===== src/rtl/disp_share_arb.sv =====
// disp_share_arb
// Round-robin arbiter sharing one 8-digit seven-segment display between four
// requesters. A granted requester's 32-bit value is latched onto o_bits and
// held for at least HOLD_CLOCKS cycles so the message stays readable.
//
// Ports:
//   clk              system clock, all state on rising edge
//   i_rst            asynchronous active-high reset
//   i_req[3:0]       level request per requester (bit k = requester k)
//   i_data0..3       32-bit value offered by each requester
//   o_bits[31:0]     value currently displayed (registered)
//   o_owner[1:0]     index of the current or last owner (registered)
//   o_ack[3:0]       one-hot, one-cycle pulse: requester's data was latched
//   o_busy           high while a dwell is in progress
module disp_share_arb #(
  parameter int HOLD_CLOCKS = 50_000_000
) (
  input  logic        clk,
  input  logic        i_rst,
  input  logic [3:0]  i_req,
  input  logic [31:0] i_data0,
  input  logic [31:0] i_data1,
  input  logic [31:0] i_data2,
  input  logic [31:0] i_data3,
  output logic [31:0] o_bits,
  output logic [1:0]  o_owner,
  output logic [3:0]  o_ack,
  output logic        o_busy
);

  localparam int CW = $clog2(HOLD_CLOCKS + 1);
  localparam logic [CW-1:0] RELOAD = CW'(HOLD_CLOCKS - 1);

  typedef enum logic {IDLE, HOLD} state_t;

  state_t          state_q;
  logic [CW-1:0]   holdCount_q;
  logic [1:0]      last_q;

  logic [31:0]     dataArr [4];
  logic [3:0]      effReq;
  logic [1:0]      winner;
  logic [1:0]      scanIdx;
  logic            found;
  logic            doGrant;

  // Gather the four offered values so they can be indexed by owner/winner.
  always_comb begin
    dataArr[0] = i_data0;
    dataArr[1] = i_data1;
    dataArr[2] = i_data2;
    dataArr[3] = i_data3;
  end

  // Mask the requester acked this cycle so a requester that drops its
  // request after seeing ack is never granted twice. The scan starts just
  // past the last owner, so the previous owner ends up with lowest priority.
  always_comb begin
    effReq  = i_req & ~o_ack;
    winner  = '0;
    scanIdx = '0;
    found   = 1'b0;
    for (int i = 1; i <= 4; i++) begin
      scanIdx = last_q + 2'(i);
      if (!found && effReq[scanIdx]) begin
        winner = scanIdx;
        found  = 1'b1;
      end
    end
  end

  // A new grant happens from IDLE, or back-to-back when a dwell expires.
  assign doGrant = found && ((state_q == IDLE) || (holdCount_q == '0));

  // Arbiter FSM with all outputs registered. o_ack defaults to zero every
  // edge and is only set on a grant or an owner refresh.
  always_ff @(posedge clk or posedge i_rst) begin
    if (i_rst) begin
      state_q     <= IDLE;
      holdCount_q <= '0;
      last_q      <= 2'd3;
      o_bits      <= '0;
      o_owner     <= '0;
      o_ack       <= '0;
      o_busy      <= 1'b0;
    end else begin
      o_ack <= '0;
      if (doGrant) begin
        state_q     <= HOLD;
        holdCount_q <= RELOAD;
        last_q      <= winner;
        o_bits      <= dataArr[winner];
        o_owner     <= winner;
        o_ack       <= 4'b0001 << winner;
        o_busy      <= 1'b1;
      end else if (state_q == HOLD) begin
        if (holdCount_q != '0) begin
          // Owner refresh updates the value but never extends the dwell.
          holdCount_q <= holdCount_q - CW'(1);
          if (effReq[o_owner]) begin
            o_bits <= dataArr[o_owner];
            o_ack  <= 4'b0001 << o_owner;
          end
        end else begin
          state_q <= IDLE;
          o_busy  <= 1'b0;
        end
      end
    end
  end

endmodule


===== config.mk =====
export PLATFORM = sky130hd
export DESIGN_NAME = disp_share_arb
export DESIGN_NICKNAME = d
export VERILOG_FILES = /design/src/rtl/disp_share_arb.sv
export SDC_FILE = /design/constraint.sdc
export NUM_CORES = 1
export LEC_CHECK = 0
export ABC_AREA = 1
export ABC_CLOCK_PERIOD_IN_PS = 3010
export BUFFER_PORTS_ARGS = -buffer_cell sky130_fd_sc_hd__buf_2
export CAP_MARGIN = 20
export CORE_MARGIN = 2
export CORE_UTILIZATION = 55
export CTS_BUF_LIST = sky130_fd_sc_hd__clkbuf_4 sky130_fd_sc_hd__clkbuf_8
export DETAILED_ROUTE_END_ITERATION = 8
export PLACE_DENSITY = 0.84
export SETUP_SLACK_MARGIN = 0.1
export SYNTH_ARGS = -nofsm -noshare
export SYNTH_HDL_FRONTEND = slang
export SYNTH_SLANG_ARGS = --single-unit

===== constraint.sdc =====
create_clock -name clk -period 3.01 [get_ports clk]
set_input_delay 0.602 -clock clk [delete_from_list [all_inputs] [get_ports clk]]
set_output_delay 0.602 -clock clk [all_outputs]
set_load 0.02 [all_outputs]

Yosys cells after proc, flatten, opt, wreduce, memory -nomap -nowiden

Cells that the tools add are included.

Add/sub/neg operators: 4
$lt $le $gt $ge: 7
Equal/unequal tests: 1
Shifts and indexed selects: 2
Muxes and demuxes: 41
Bitwise gates (word level): 5
Reductions and logical operators: 16

Operators by type and width:

| kind                                                | number |
|---|---|
| two-way mux 32 bit                                  | 8 |
| binary-select mux 32 bit (select 2 bit)             | 2 |
| two-way mux 26 bit                                  | 3 |
| logical NOT 26 bit                                  | 1 |
| nonzero test 26 bit                                 | 1 |
| subtractor 26 x 1 -> 26 bit (second input constant) | 1 |
| two-way mux 4 bit                                   | 4 |
| < comparator 2 x 3 -> 1 bit (second input constant) | 5 |
| two-way mux 1 bit                                   | 15 |
| binary-select mux 1 bit (select 2 bit)              | 5 |
| two-way mux 2 bit                                   | 4 |
| << shifter 1 x 2 -> 4 bit (first input constant)    | 2 |
| >= comparator 3 bit (second input constant)         | 2 |
| inverter 2 -> 3 bit                                 | 2 |
| nonzero test 2 bit                                  | 3 |
| adder 2 bit (second input constant)                 | 2 |
| AND 4 bit                                           | 1 |
| logical AND 1 bit                                   | 4 |
| inverter 4 bit                                      | 1 |
| AND reduction 2 bit                                 | 2 |
| logical NOT 1 bit                                   | 3 |
| AND reduction 3 bit                                 | 1 |
| adder 2 x 1 -> 2 bit (second input constant)        | 1 |
| != test 2 bit (second input constant)               | 1 |
| 2 further kinds                                     | 2 |

Bits in registers: 68
Bits of input ports: 134
Output and inout port bits: 39
Logic and storage cells: 83

Depth between registers and ports, before layout

Depth in word-level cells: 19
Depth in mapped cells: 18
Gate-level depth less buffers: 15

Worst setup path after synthesis

OpenSTA, ideal clock, no wires.

Path kind: register to register
Start: register last_q[0]
End: register o_bits[3]
Setup time: 0.113 ns
Arrival: 1.799 ns
Data required time: 2.897 ns
Setup slack: 1.099 ns
Stages on the path, launching flop included: 17
Path buffers: 3
Clock period less this slack: 1.911 ns
Cell sequence: dfstp_2 -> buf_6 -> nand3_1 -> nand3_1 -> nand2_1 -> nand2_1 -> nand2_1 -> nand2_1 -> nand3_2 -> buf_6 -> buf_6 -> nand2_1 -> nand2_1 -> nand2_1 -> nand3_1 -> nand2_1 -> inv_1

Longest elaborated chain between the ends: 18
Elaborated cells between the ends (all ways): 35
Those cells by class: add/sub (3); mux (20); bitwise (1); reduce/logical (11)

RTL lines:

| element                                                | line | text |
|---|---|---|
| start, declared                                        | 38   | `logic [1:0] last_q;` |
| start signal, assigned                                 | 91   | `last_q <= winner;` |
| adder 2 x 1 -> 2 bit                                   | 64   | `scanIdx = last_q + 2'(i);` |
| binary-select mux 1 bit (select 2 bit)                 | 65   | `if (!found && effReq[scanIdx]) begin` |
| two-way mux 1 bit (implied by the code)                | 65   |  |
| two-way mux 1 bit                                      | 65   |  |
| logical NOT 1 bit                                      | 65   |  |
| logical AND 1 bit                                      | 65   |  |
| two-way mux 1 bit                                      | 65   |  |
| logical NOT 1 bit                                      | 65   |  |
| logical AND 1 bit                                      | 65   |  |
| two-way mux 1 bit                                      | 65   |  |
| logical NOT 1 bit                                      | 65   |  |
| logical AND 1 bit                                      | 65   |  |
| two-way mux 2 bit                                      | 65   |  |
| inverter 2 -> 3 bit (implied by the code)              | 92   | `o_bits <= dataArr[winner];` |
| binary-select mux 32 bit (select 2 bit)                | 92   |  |
| two-way mux 32 bit (implied by the code) (2 in series) | 92   |  |
| two-way mux 32 bit                                     | 88   | `if (doGrant) begin` |
| end signal, assigned                                   | 92   |  |
| end signal, assigned                                   | 101  | `o_bits <= dataArr[o_owner];` |
| end, declared                                          | 25   | `output logic [31:0] o_bits,` |

Parallel ways exist; a longest one is shown, timed or not. The select of a mux whose other input is x is not followed.
A chain may end at the register's enable or synchronous reset.

Worst setup path in the final report

Start: register last_q[0]
End: register o_bits[25]

Same word-level chain as after synthesis.

==> results.md <==
- Status: finished, final reports clean
- Tmin final: around 2.6 ns
- Aggregate global-route resource usage: 0.311
- Met1 WL: around 8000 µm
- CTS resizes: 0
- Final worst path period share: 0.860
- Cells after synthesis: around 1,000
- Mapped Nets: roughly 1,200
- Via count: 7,311
- Post-synth top area share: 0.271
- Clock share of power: 0.298
- Post-synth EDFFs: 0
- Vias in the first global route: just over 6,000
- Flop pwr share: 0.415
- H-tree lvl count: 3
- PortBufs: about 170
- Post-route clock skew: roughly 0.014 ns
- # diodes: 0
- Met3 routed WL: roughly 1900 µm
- Share of layout cells above drive strength 1: 0.199
- Mapped Area: a little over 6000 µm²
- Io pins: roughly 170
- Overflow after GRT: 0
- Critical path peak fanout: 34
- Top FF cell, synth: dfrtp_1
- Final Power: roughly 2.4 mW
- Pleak: 3.90 nW
- Power Density: between 300 and 400 nW/µm²
- Flops & latches, synth: approximately 70
- Critical Path Source: last_q[0]
- FP Rows: 38
- CP max stage delay: just over 0.8 ns
- Reg-to-reg slack, setup: 0.42 ns
- Max-slew violations: 0
- Root Buffer: clkbuf_8
- HPWL reported at the end of detailed placement: between 10,000 and 15,000 µm
- Sw power: 0.831 mW
- TritonRoute pass-1 iters: 6
- Fmax: between 300 and 400 MHz
- Clk slew on worst S/H paths: 0.08 ns
- Final Setup Violations: 0
- CP Launch Type: flop
- Area delta synth->final: 16.7%
- Hold buffers post-CTS: 0
- Met2 WL: just under 9000 µm
- Synth unique cells: 36
- YS warnings: 0
- Slew Limit Headroom: 0.311
- CP Cell Sequence: inv_4 -> nand3_1 -> nand2_1 -> nand2_1 -> nand2_1 -> a21oi_2 -> nand2_1 -> o21ai_4 -> nand2_1 -> nand3_1 -> nand2_1 -> inv_1
- Final hold vios: 0
- Die W: roughly 110 µm
- Seq/Total Area, Yosys: 0.279
- Worst hold path type: flop to flop
- Commonest cells post-synth: nand2_1 (419), nand3_1 (135), inv_1 (107), dfrtp_1 (66), nor2_1 (50)
- Share of flip-flops with an asynchronous set or reset: 1.00
- Initial antenna violation count: 0
- Comb pwr share: 0.287
- Max clock buf depth: 2
- Die area: 11,900 µm²
- Arr. time, crit path: around 2.9 ns
- Footprint of the multi-input gates: around 3600 µm²
- First-pass GRT wire length: around 30,000 µm
- RR Startpoint: last_q[0]
- Crit Path Category: flop to flop
- RSZ-0062 raised after global routing: false
- Reg2Reg Depth: 12
- Detailed-route DRC error count: 0
- Via-to-Cell Ratio: about 5.6
- Placed Cells: roughly 1,300
- Largest net degree at the start of global routing: between 60 and 70
- Worst vdd ir: approximately 0.22 mV
- CP Data Required Time: roughly 3.3 ns
- FILL cells: between 1,000 and 1,500
- Top routing layer used: met4
- Setup crit end kind: flop
- Storage element area: about 1700 µm²
- Die Ht: ~110 µm
- Post-CTS Setup Repair Bufs: 0
- Most frequent cell after synthesis: nand2_1
- DRT Wirelength: about 19,000 µm
- Avg Cell Area, Syn: approximately 6.0 µm²
- Synth area leader: dfrtp_1
- Final Wtd Congestion: about 0.94
- Switch share: 0.343
- Non-Filler Instances: 1,306
- Num CTS Buffers: 9
- Wire length per cell: ~15 µm
- Crit-path slowest cell: o21ai_4
- Core Area: 10,800 µm²
- CP most frequent cell: nand2_1
- Setup TNS: 0 ns
- Antenna-violating nets left: 0
- CTS sink cnt: 68
- TritonCTS clock tree: built
- Starting DRT DRC Count: 1,100
- Setup crit end: o_bits[25]
- FF-to-FF End: o_bits[25]
- Slew @ Worst Pin: 1.03 ns
- Internal power: 1.59 mW
- Initial core utilization: 0.562
- Worst-Skew Late Latency: 0.35 ns
- Main area contributors after synthesis: dfrtp_1 (27%), nand2_1 (26%), nand3_1 (11%)
- # nets final: ~1,300
- # Max-Cap Violations: 0
## metrics by stage
stage | instance area [µm²] | hold slack (ns) | utilization | setup slack, ns
after floorplan | 6100 | 0.467 | - | 0.700
after global placement | 6930 | 0.464 | 0.639 | 0.510
after detailed placement | 6930 | 0.481 | 0.639 | 0.495
after CTS | 7120 | 0.499 | 0.657 | 0.476
after global routing | 7120 | 0.524 | 0.657 | 0.189
final | 7120 | 0.488 | 0.657 | 0.422
## layout make-up
class | instances | share of cell area
clock inverter | 4 | 0.00316
tap | 140 | 0.0246
timing repair buffer | 192 | 0.146
inverter | 114 | 0.0605
clock buffer | 12 | 0.0232
multi-input combinational | 776 | 0.504
sequential | 68 | 0.239
## power groups by stage
stage / Clock, mW / Combinational, mW / Sequential (mW)
finish: 0.722 / 0.696 / 1.01
global route: 0.786 / 0.775 / 1.01
CTS: 0.730 / 0.691 / 1.00
detailed placement: 0 / 0.687 / 1.02
global placement: 0 / 0.677 / 1.02
floorplan: 0 / 0.383 / 1.09
## state kept, by name, indices dropped and copies added, names as in the netlist
| register | count |
|---|---|
| o_ack | 4 |
| o_bits | 32 |
| o_owner | 2 |
| state_q | 1 |
| o_busy | 1 |
| holdCount_q | 26 |
| last_q | 2 |
## kinds of logic after synthesis
group / after synthesis / share of synthesized area
simple gates: 630 / 0.429
buf+inv: 175 / 0.134
compound gates: 141 / 0.149
flops: 68 / 0.279
mux: 2 / 0.00328
fa+ha+maj: 2 / 0.00410
xor+xnor: 1 / 0.00144
## cells in the final DEF (no fill, tap or decap)
cell | synthesis | routed
nand2_1 | 419 | 419
buf_2 | 15 | 172
nand3_1 | 135 | 135
inv_1 | 107 | 106
dfrtp_1 | 66 | 66
nor2_1 | 50 | 49
o21ai_0 | 44 | 44
a21oi_1 | 33 | 33
a221o_1 | 32 | 32
o21ai_1 | 24 | 24
buf_4 | 19 | 18
clkbuf_8 | 0 | 12
inv_2 | 6 | 7
nand4_1 | 7 | 7
nor4_1 | 5 | 5
nor3_1 | 3 | 3
clkinv_2 | 0 | 3
nand3_2 | 2 | 2
nand2_2 | 2 | 2
nand3b_1 | 2 | 2
o22ai_1 | 2 | 2
or2_2 | 2 | 2
mux2i_1 | 2 | 2
ha_1 | 2 | 2
dfstp_2 | 2 | 2
buf_12 | 0 | 2
inv_4 | 1 | 1
nand4_2 | 1 | 1
nor2_4 | 0 | 1
a21boi_2 | 1 | 1
a21oi_2 | 1 | 1
a21o_1 | 1 | 1
a21oi_4 | 1 | 1
nand2_4 | 1 | 1
o21ai_4 | 1 | 1
nor2_2 | 1 | 1
a211oi_1 | 1 | 1
xor2_1 | 1 | 1
clkinvlp_4 | 0 | 1
## layer usage
metal	track usage	up-vias
met3	0.0433	52
met4	0.123	0
met2	0.503	446
met1	0.423	3246
li1	-	3567
met5	0	-
## worst min-delay path by stage
stage / slack, ns / endpoint / cells after the start / from
floorplan: 0.47 / holdCount_q[7] / 1 / holdCount_q[7]
global placement: 0.46 / o_busy / 2 / o_busy
detailed placement: 0.48 / o_busy / 2 / o_busy
CTS: 0.50 / o_busy / 2 / o_busy
global route: 0.52 / o_busy / 2 / o_busy
finish: 0.49 / o_busy / 2 / o_busy
## critical path, delay by kind of cell, from the launching register on
family                 cells  cell delay [ns]
AO/OA/AOI/OAI              2             0.94
buffers and inverters      2             0.14
flip-flops                 1             0.66
AND/OR/NAND/NOR            8             0.76
Note: power is estimated with default switching activity, not from simulation.
